--- config.mk ---
export PLATFORM = sky130hd
export DESIGN_NAME = tx_skp_scheduler
export DESIGN_NICKNAME = d
export VERILOG_FILES = /design/src/rtl/pcie_tx_pkg.sv /design/src/rtl/skp_interval_timer.sv /design/src/rtl/tx_skp_scheduler.sv
export SDC_FILE = /design/constraint.sdc
export NUM_CORES = 1
export LEC_CHECK = 0
export ABC_AREA = 1
export BUFFER_PORTS_ARGS = -buffer_cell sky130_fd_sc_hd__buf_2
export CAP_MARGIN = 10
export CORE_ASPECT_RATIO = 1.1
export CORE_MARGIN = 2
export CORE_UTILIZATION = 35
export DETAILED_ROUTE_END_ITERATION = 8
export HOLD_SLACK_MARGIN = 0.15
export PLACE_DENSITY = 0.58
export RECOVER_POWER = 25
export SYNTH_ARGS = -nofsm -noshare
export SYNTH_HDL_FRONTEND = slang
export SYNTH_SLANG_ARGS = --single-unit
--- constraint.sdc ---
create_clock -name clk -period 1.8 [get_ports clk]
set_input_delay 0.09 -clock clk [delete_from_list [all_inputs] [get_ports clk]]
set_output_delay 0.09 -clock clk [all_outputs]
set_load 0.005 [all_outputs]
--- src/rtl/pcie_tx_pkg.sv ---
// Shared PCIe TX-path definitions: symbol constants, the SKP ordered-set beat,
// the packet-tracking state type and the PIPE width encodings.
package pcie_tx_pkg;

  localparam logic [7:0] COM = 8'hBC;
  localparam logic [7:0] SKP = 8'h1C;

  // One 4-symbol beat carrying COM SKP SKP SKP, with byte0 as the first symbol.
  localparam logic [31:0] SKP_OS_DATA  = {SKP, SKP, SKP, COM};
  localparam logic [3:0]  SKP_OS_DATAK = 4'hF;

  typedef enum logic {
    BOUNDARY,
    IN_PKT
  } tx_state_e;

  typedef enum logic [1:0] {
    PIPE_W8  = 2'b00,
    PIPE_W16 = 2'b01,
    PIPE_W32 = 2'b10
  } pipe_width_e;

  localparam pipe_width_e TX_PIPE_WIDTH = PIPE_W32;

endpackage

--- src/rtl/skp_interval_timer.sv ---
// Symbol-time interval counter that accumulates owed SKP ordered sets in a
// saturating pending counter and flags an interval lost to saturation.
module skp_interval_timer #(
  parameter int SKP_INTERVAL_BEATS = 295,
  parameter int MAX_PENDING        = 3,
  parameter int PENDING_W          = $clog2(MAX_PENDING + 1)
) (
  input  logic                 clk,
  input  logic                 reset_n,
  input  logic                 enable,
  input  logic                 skp_taken,
  output logic [PENDING_W-1:0] pending,
  output logic                 overflow
);

  localparam int CNT_W = $clog2(SKP_INTERVAL_BEATS);

  logic [CNT_W-1:0]     beat_cnt;
  logic                 tick;
  logic [PENDING_W-1:0] pending_dec;
  logic                 saturated;

  assign tick        = enable && (beat_cnt == CNT_W'(SKP_INTERVAL_BEATS - 1));
  // Saturation is judged after this cycle's insertion, so a tick that lands
  // on an insertion simply replaces the SKP being sent.
  assign pending_dec = pending - PENDING_W'(skp_taken);
  assign saturated   = (pending_dec == PENDING_W'(MAX_PENDING));

  always_ff @(posedge clk) begin
    if (!reset_n || !enable) begin
      beat_cnt <= '0;
      pending  <= '0;
      overflow <= 1'b0;
    end else begin
      beat_cnt <= tick ? '0 : beat_cnt + 1'b1;
      overflow <= tick && saturated;
      pending  <= (tick && !saturated) ? pending_dec + 1'b1 : pending_dec;
    end
  end

endmodule

--- src/rtl/tx_skp_scheduler.sv ---
// Places SKP ordered sets between packets on the 4-symbol TX datapath,
// stalling upstream for each inserted beat.
module tx_skp_scheduler
  import pcie_tx_pkg::*;
#(
  parameter int SKP_INTERVAL_BEATS = 295,
  parameter int MAX_PENDING        = 3
) (
  input  logic        clk,
  input  logic        reset_n,
  input  logic        enable,
  input  logic [31:0] in_data,
  input  logic [3:0]  in_datak,
  input  logic        in_valid,
  input  logic        in_eop,
  output logic        in_ready,
  output logic [31:0] out_data,
  output logic [3:0]  out_datak,
  output logic        out_valid,
  output logic        skp_sent,
  output logic        skp_overflow
);

  localparam int PW = $clog2(MAX_PENDING + 1);

  tx_state_e     state;
  tx_state_e     state_next;
  logic [PW-1:0] pending;
  logic          insert;
  logic          accept;

  skp_interval_timer #(
    .SKP_INTERVAL_BEATS(SKP_INTERVAL_BEATS),
    .MAX_PENDING       (MAX_PENDING),
    .PENDING_W         (PW)
  ) u_timer (
    .clk      (clk),
    .reset_n  (reset_n),
    .enable   (enable),
    .skp_taken(insert),
    .pending  (pending),
    .overflow (skp_overflow)
  );

  always_ff @(posedge clk) begin
    if (!reset_n) begin
      state <= BOUNDARY;
    end else begin
      state <= state_next;
    end
  end

  // Insertion only ever happens with no packet open, so packets are never split.
  always_comb begin
    state_next = state;
    insert     = 1'b0;
    in_ready   = 1'b1;
    case (state)
      BOUNDARY: begin
        if (enable && (pending != '0)) begin
          insert   = 1'b1;
          in_ready = 1'b0;
        end else if (in_valid && !in_eop) begin
          state_next = IN_PKT;
        end
      end
      IN_PKT: begin
        if (in_valid && in_eop) begin
          state_next = BOUNDARY;
        end
      end
      default: state_next = BOUNDARY;
    endcase
  end

  assign accept = in_valid && in_ready;

  always_ff @(posedge clk) begin
    if (!reset_n) begin
      out_data  <= '0;
      out_datak <= '0;
      out_valid <= 1'b0;
      skp_sent  <= 1'b0;
    end else if (insert) begin
      out_data  <= SKP_OS_DATA;
      out_datak <= SKP_OS_DATAK;
      out_valid <= 1'b1;
      skp_sent  <= 1'b1;
    end else if (accept) begin
      out_data  <= in_data;
      out_datak <= in_datak;
      out_valid <= 1'b1;
      skp_sent  <= 1'b0;
    end else begin
      out_valid <= 1'b0;
      skp_sent  <= 1'b0;
    end
  end

endmodule

; After elaboration in Yosys (flattened, before gate mapping)
; Cells that the tools add are included.
[word_totals]
regBits = 51
inputBits = 41
out_inout_bits = 40
word_cells = 48
[classes]
addsub = 3
n_eq_ne = 2
n_mux = 16
bitwise_logic = 2
reduce_logical = 16
[ops]
columns = op, count
row1 = $mux 29, 2
row2 = $mux 1, 10
row3 = $add 9x1->9 const B, 1
row4 = $eq 9x9->1 const B, 1
row5 = $mux 4, 2
row6 = $logic_and 1x1->1, 7
row7 = $logic_not 1->1, 4
row8 = $reduce_bool 2->1, 2
row9 = $reduce_or 2->1, 2
row10 = $add 2x1->2 const B, 1
row11 = $eq 2x2->1 const B, 1
row12 = $mux 2, 1
row13 = $not 1->1, 2
row14 = $pmux 1 s2, 1
row15 = $sub 2x1->2, 1
row16 = $logic_or 1x1->1, 1

; Depth between registers and ports, before layout
[logic_depth]
depth_word = 9
mapped_depth = 13
ltp_nobuf = 13

; Modules after synthesis
; Synthesis repeated with hierarchy kept, for this count alone.
[unflattened]
hier_cells = 289
hier_area_um2 = 2229.6
[by_module_without_submodules]
columns = module, instances, cells_per_inst, area_per_inst_um2, seq_area_each_um2
row1 = tx_skp_scheduler, 1, 211, 1602.8, 780.7
row2 = skp_interval_timer, 1, 78, 626.9, 240.2

; Worst setup path after synthesis
; OpenSTA, ideal clock, no wires.
[synth_timing]
kind = register to register
start = register u_timer.pending[1]
end = register u_timer.pending[1]
setup_ns = 0.113
arrival_ns = 1.541
t_required_ns = 1.687
setup_slack_ns = 0.146
stages_incl_launch_ff = 13
path_buffers = 0
synth_period_minus_slack_ns = 1.654
path_cell_list = dfxtp_1 -> inv_1 -> nand2_2 -> nand3b_4 -> inv_4 -> ha_1 -> xnor2_1 -> inv_1 -> ha_1 -> inv_1 -> nand4_1 -> nor2_1 -> nor2_1
[synth_via]
elab_chain_cells = 9
elab_cells_between_ends = 10
classes_between = 2 x add/sub / 1 x eq/ne / 3 x mux / 4 x reduce/logical
[synth_rtl]
columns = element, line_no
row1 = from (decl), skp_interval_timer.sv:12  ; output logic [PENDING_W-1:0] pending,
row2 = from (signal assigned), skp_interval_timer.sv:37  ; pending <= (tick && !saturated) ? pending_dec + 1'b1 : pending_dec;
row3 = $reduce_bool 2->1 (*), tx_skp_scheduler.sv:60  ; if (enable && (pending != '0)) begin
row4 = $logic_and 1x1->1 (*), tx_skp_scheduler.sv:60
row5 = $mux 1 (*), tx_skp_scheduler.sv:60
row6 = $mux 1 (*), tx_skp_scheduler.sv:58  ; case (state)
row7 = net insert, tx_skp_scheduler.sv:29  ; logic insert;
row8 = $sub 2x1->2 (*), skp_interval_timer.sv:26  ; assign pending_dec = pending - PENDING_W'(skp_taken);
row9 = $eq 2x2->1, skp_interval_timer.sv:27  ; assign saturated = (pending_dec == PENDING_W'(MAX_PENDING));
row10 = $logic_not 1->1, skp_interval_timer.sv:37
row11 = $logic_and 1x1->1, skp_interval_timer.sv:37
row12 = $mux 2 (*), skp_interval_timer.sv:37
; The timed path passes the listed nets; every way through them passes the cells marked *.
; A chain may end at the register's enable or synchronous reset.

; Worst setup path in the final report
; Ends and elaborated chain as after synthesis.

==> results.sh <==
export IMPL_drc=0
export IMPL_dpl_hpwl_um=3192
export IMPL_rows=29
export IMPL_period_share_pct=92.97
export IMPL_maxSlewHeadroom_pct=79.13
export IMPL_cp_max_fo=3
export IMPL_ys_ff_latch=51
export IMPL_cp_start_kind="flop"
export IMPL_yosysWarningCount=0
export IMPL_detail_route_iter0_violations=64
export IMPL_grt_start_max_net_pins=23
export IMPL_fin_setup_tns_ps=0
export IMPL_syn_to_final_growth_pct=47.58
export IMPL_vias_per_cell=4.360
export IMPL_setup_viol=0
export IMPL_cp_data_arrival_time_ps=1880
export IMPL_chipWidth_um=76.38
export IMPL_fin_crit_ps=1674
export IMPL_syn_inst=257
export IMPL_maxCapViolCount=0
export IMPL_outcome="finished clean"
export IMPL_wl_um=4991
export IMPL_cts_buffer_depth=2
export IMPL_critPathCaptureType="flop"
export IMPL_grt_antenna_before_repair=0
export IMPL_min_path_type="in -> reg"
export IMPL_io_buffers=80
export IMPL_grt_pass1_wl_um=8362
export IMPL_firstDrtPassIters=4
export IMPL_fin_nets=420
export IMPL_clockRootBuffer="clkbuf_8"
export IMPL_syn_avg_cell_area_um2=7.848
export IMPL_hold_violations=0
export IMPL_yosysSeqAreaShare_pct=50.62
export IMPL_cts_setup_buffers=0
export IMPL_p_per_area_nw_per_um2=787.3
export IMPL_crit_type="reg -> reg"
export IMPL_drive_gt1_share_pct=26.06
export IMPL_pin_count=81
export IMPL_gr_usage_all_layers_pct=16.17
export IMPL_peakVddDrop_mv=0.3783
export IMPL_die_area_um2=6387
export IMPL_slew_viol_final=0
export IMPL_drtAntennaViolNets=0
export IMPL_clkLatencyLatePin_ps=300
export IMPL_routedWlPerCell_um=11.02
export IMPL_max_freq_mhz=597.5
export IMPL_cts_max_level=2
export IMPL_clock_skew_ps=10.47
export IMPL_antenna_cells=0
export IMPL_cts_tree="yes"
export IMPL_start_util_pct=35.63
export IMPL_ys_types=25
export IMPL_gp_routability_congestion=0.7910
export IMPL_cts_sinks=51
export IMPL_syn_area_um2=2017
export IMPL_utilization_pct=52.59
export IMPL_grt_overflow=0
export IMPL_cp_required_ps=2010
export IMPL_fp_dieH_um=83.62
export IMPL_p_leak_uw=0.001445
export IMPL_first_global_vias=1843
export IMPL_core_area_um2=5660
export IMPL_num_vias=1975
export IMPL_clk_pin_slew_ps=90
export IMPL_numCtsBuffers=5
export IMPL_tightest_slew_ps=313.0
export IMPL_syn_num_nets=302
sequential cells by signal, summed over array words and instances, names as in the netlist:
| signal | cells |
|---|---|
| out_datak | 4 |
| state | 1 |
| u_timer.pending | 2 |
| u_timer.beat_cnt | 9 |
| out_data | 32 |
| skp_sent | 1 |
| u_timer.overflow | 1 |
| out_valid | 1 |
logic make-up (layout without fill, tap and decap cells):
kind of cell,Yosys count,after routing,synth area share [%]
AND/OR/NAND/NOR,122,122,26.12
flip-flops,51,51,50.62
AO/OA/AOI/OAI,46,46,11.54
buffers and inverters,30,149,7.505
adder cells (fa/ha/maj),4,4,2.481
XOR/XNOR,4,4,1.737
critical path, cell delays in order (launching register included):
cell and delay (ps):
dfxtp_2 360, inv_1 50, nand2_2 70, nand3b_4 100, inv_6 90, ha_4 130, xnor2_2 110, inv_1 60
ha_1 200, inv_2 70, nand4_1 130, nor2_1 140, nor2_1 50
power breakdown:
part | switching, uW | total, uW | internal (uW) | leakage (uW)
Sequential | 28.2 | 1220 | 1190 | 0.000422
Combinational | 138 | 301 | 164 | 0.000962
Clock | 373 | 824 | 450 | 0.0000612
Total | 539 | 2340 | 1800 | 0.00144
synth_stat cells:
master | n | area [um2]
dfxtp_1 | 51 | 1021
nand2_1 | 20 | 75.07
nand3b_4 | 1 | 20.02
clkbuf_2 | 2 | 10.01
xor2_1 | 2 | 17.52
xnor2_1 | 2 | 17.52
ha_1 | 4 | 50.05
nor3_1 | 2 | 10.01
o211ai_1 | 1 | 7.510
nand3b_1 | 2 | 15.01
a21oi_1 | 4 | 20.02
buf_2 | 1 | 5.000
nand2_4 | 1 | 11.26
inv_2 | 1 | 3.750
o21ai_0 | 35 | 175.2
inv_4 | 2 | 12.51
clkbuf_1 | 2 | 7.510
nor2_8 | 1 | 20.02
nand2_2 | 3 | 18.77
nand3_1 | 3 | 15.01
buf_6 | 4 | 45.04
inv_1 | 18 | 67.56
nand4_1 | 3 | 18.77
nor2_1 | 86 | 322.8
o21ai_1 | 6 | 30.03
routing by layer:
metal / track usage [%] / routed length, um
met5: 0 / 0
met3: 4.004 / 294
met4: 5.950 / 81
met1: 20.15 / 2327
met2: 27.03 / 2288
through the flow:
| stage | power (uW) | hold slack [ps] | setup WS (ps) | std cells | cell area [um2] |
|---|---|---|---|---|---|
| 5_1_grt | 2470 | 169.3 | -2.672 | 453 | 2977 |
| 6_report | 2343 | 179.2 | 126.5 | 453 | 2977 |
| 4_1_cts | 2376 | 164.8 | 29.64 | 453 | 2959 |
| 3_3_place_gp | 1481 | 317.7 | 104.9 | 407 | 2461 |
| 3_5_place_dp | 1483 | 332.6 | 68.63 | 407 | 2461 |
| 2_1_floorplan | 1367 | 224.9 | 145.7 | 257 | 2017 |
final cells by class:
type                            count  area, um2
Multi-Input combinational cell    176      864.6
Clock inverter                      2      35.03
Inverter                           21      86.33
Fill cell                         566       2684
Clock buffer                        6      82.58
Sequential cell                    51       1022
Tap cell                           77      96.34
Timing Repair Buffer              120      789.5
cells in the final DEF (no fill, tap or decap), drive strengths merged:
cell type	count
dlygate4sd3	38
nor2	87
clkbuf	11
inv	21
o21ai	41
nor3	2
ha	4
clkinv	1
dfxtp	51
xor2	2
a21oi	4
o211ai	1
nand3	3
nand3b	3
nand4	3
nand2	24
bufinv	1
xnor2	2
buf	77
worst paths after layout:
path	startpoint	endpoint	slack (ps)	cells past startpoint
worst max-delay path	u_timer.pending[1]$_SDFF_PP0_	u_timer.pending[1]$_SDFF_PP0_	130	12
worst min-delay path	in_valid	state$_SDFF_PN0_	180	4
worst max register to register	u_timer.pending[1]$_SDFF_PP0_	u_timer.pending[1]$_SDFF_PP0_	130	12
worst min register to register	u_timer.beat_cnt[0]$_SDFF_PP0_	u_timer.beat_cnt[0]$_SDFF_PP0_	470	1
what timing repair did:
item                                   in CTS  in global routing
gates resized for setup                     0                  6
endpoints found under the hold margin      38                  0
setup endpoints to repair                   0                  2
hold buffers                               38                  0
Note: power is estimated with default switching activity, not from simulation.
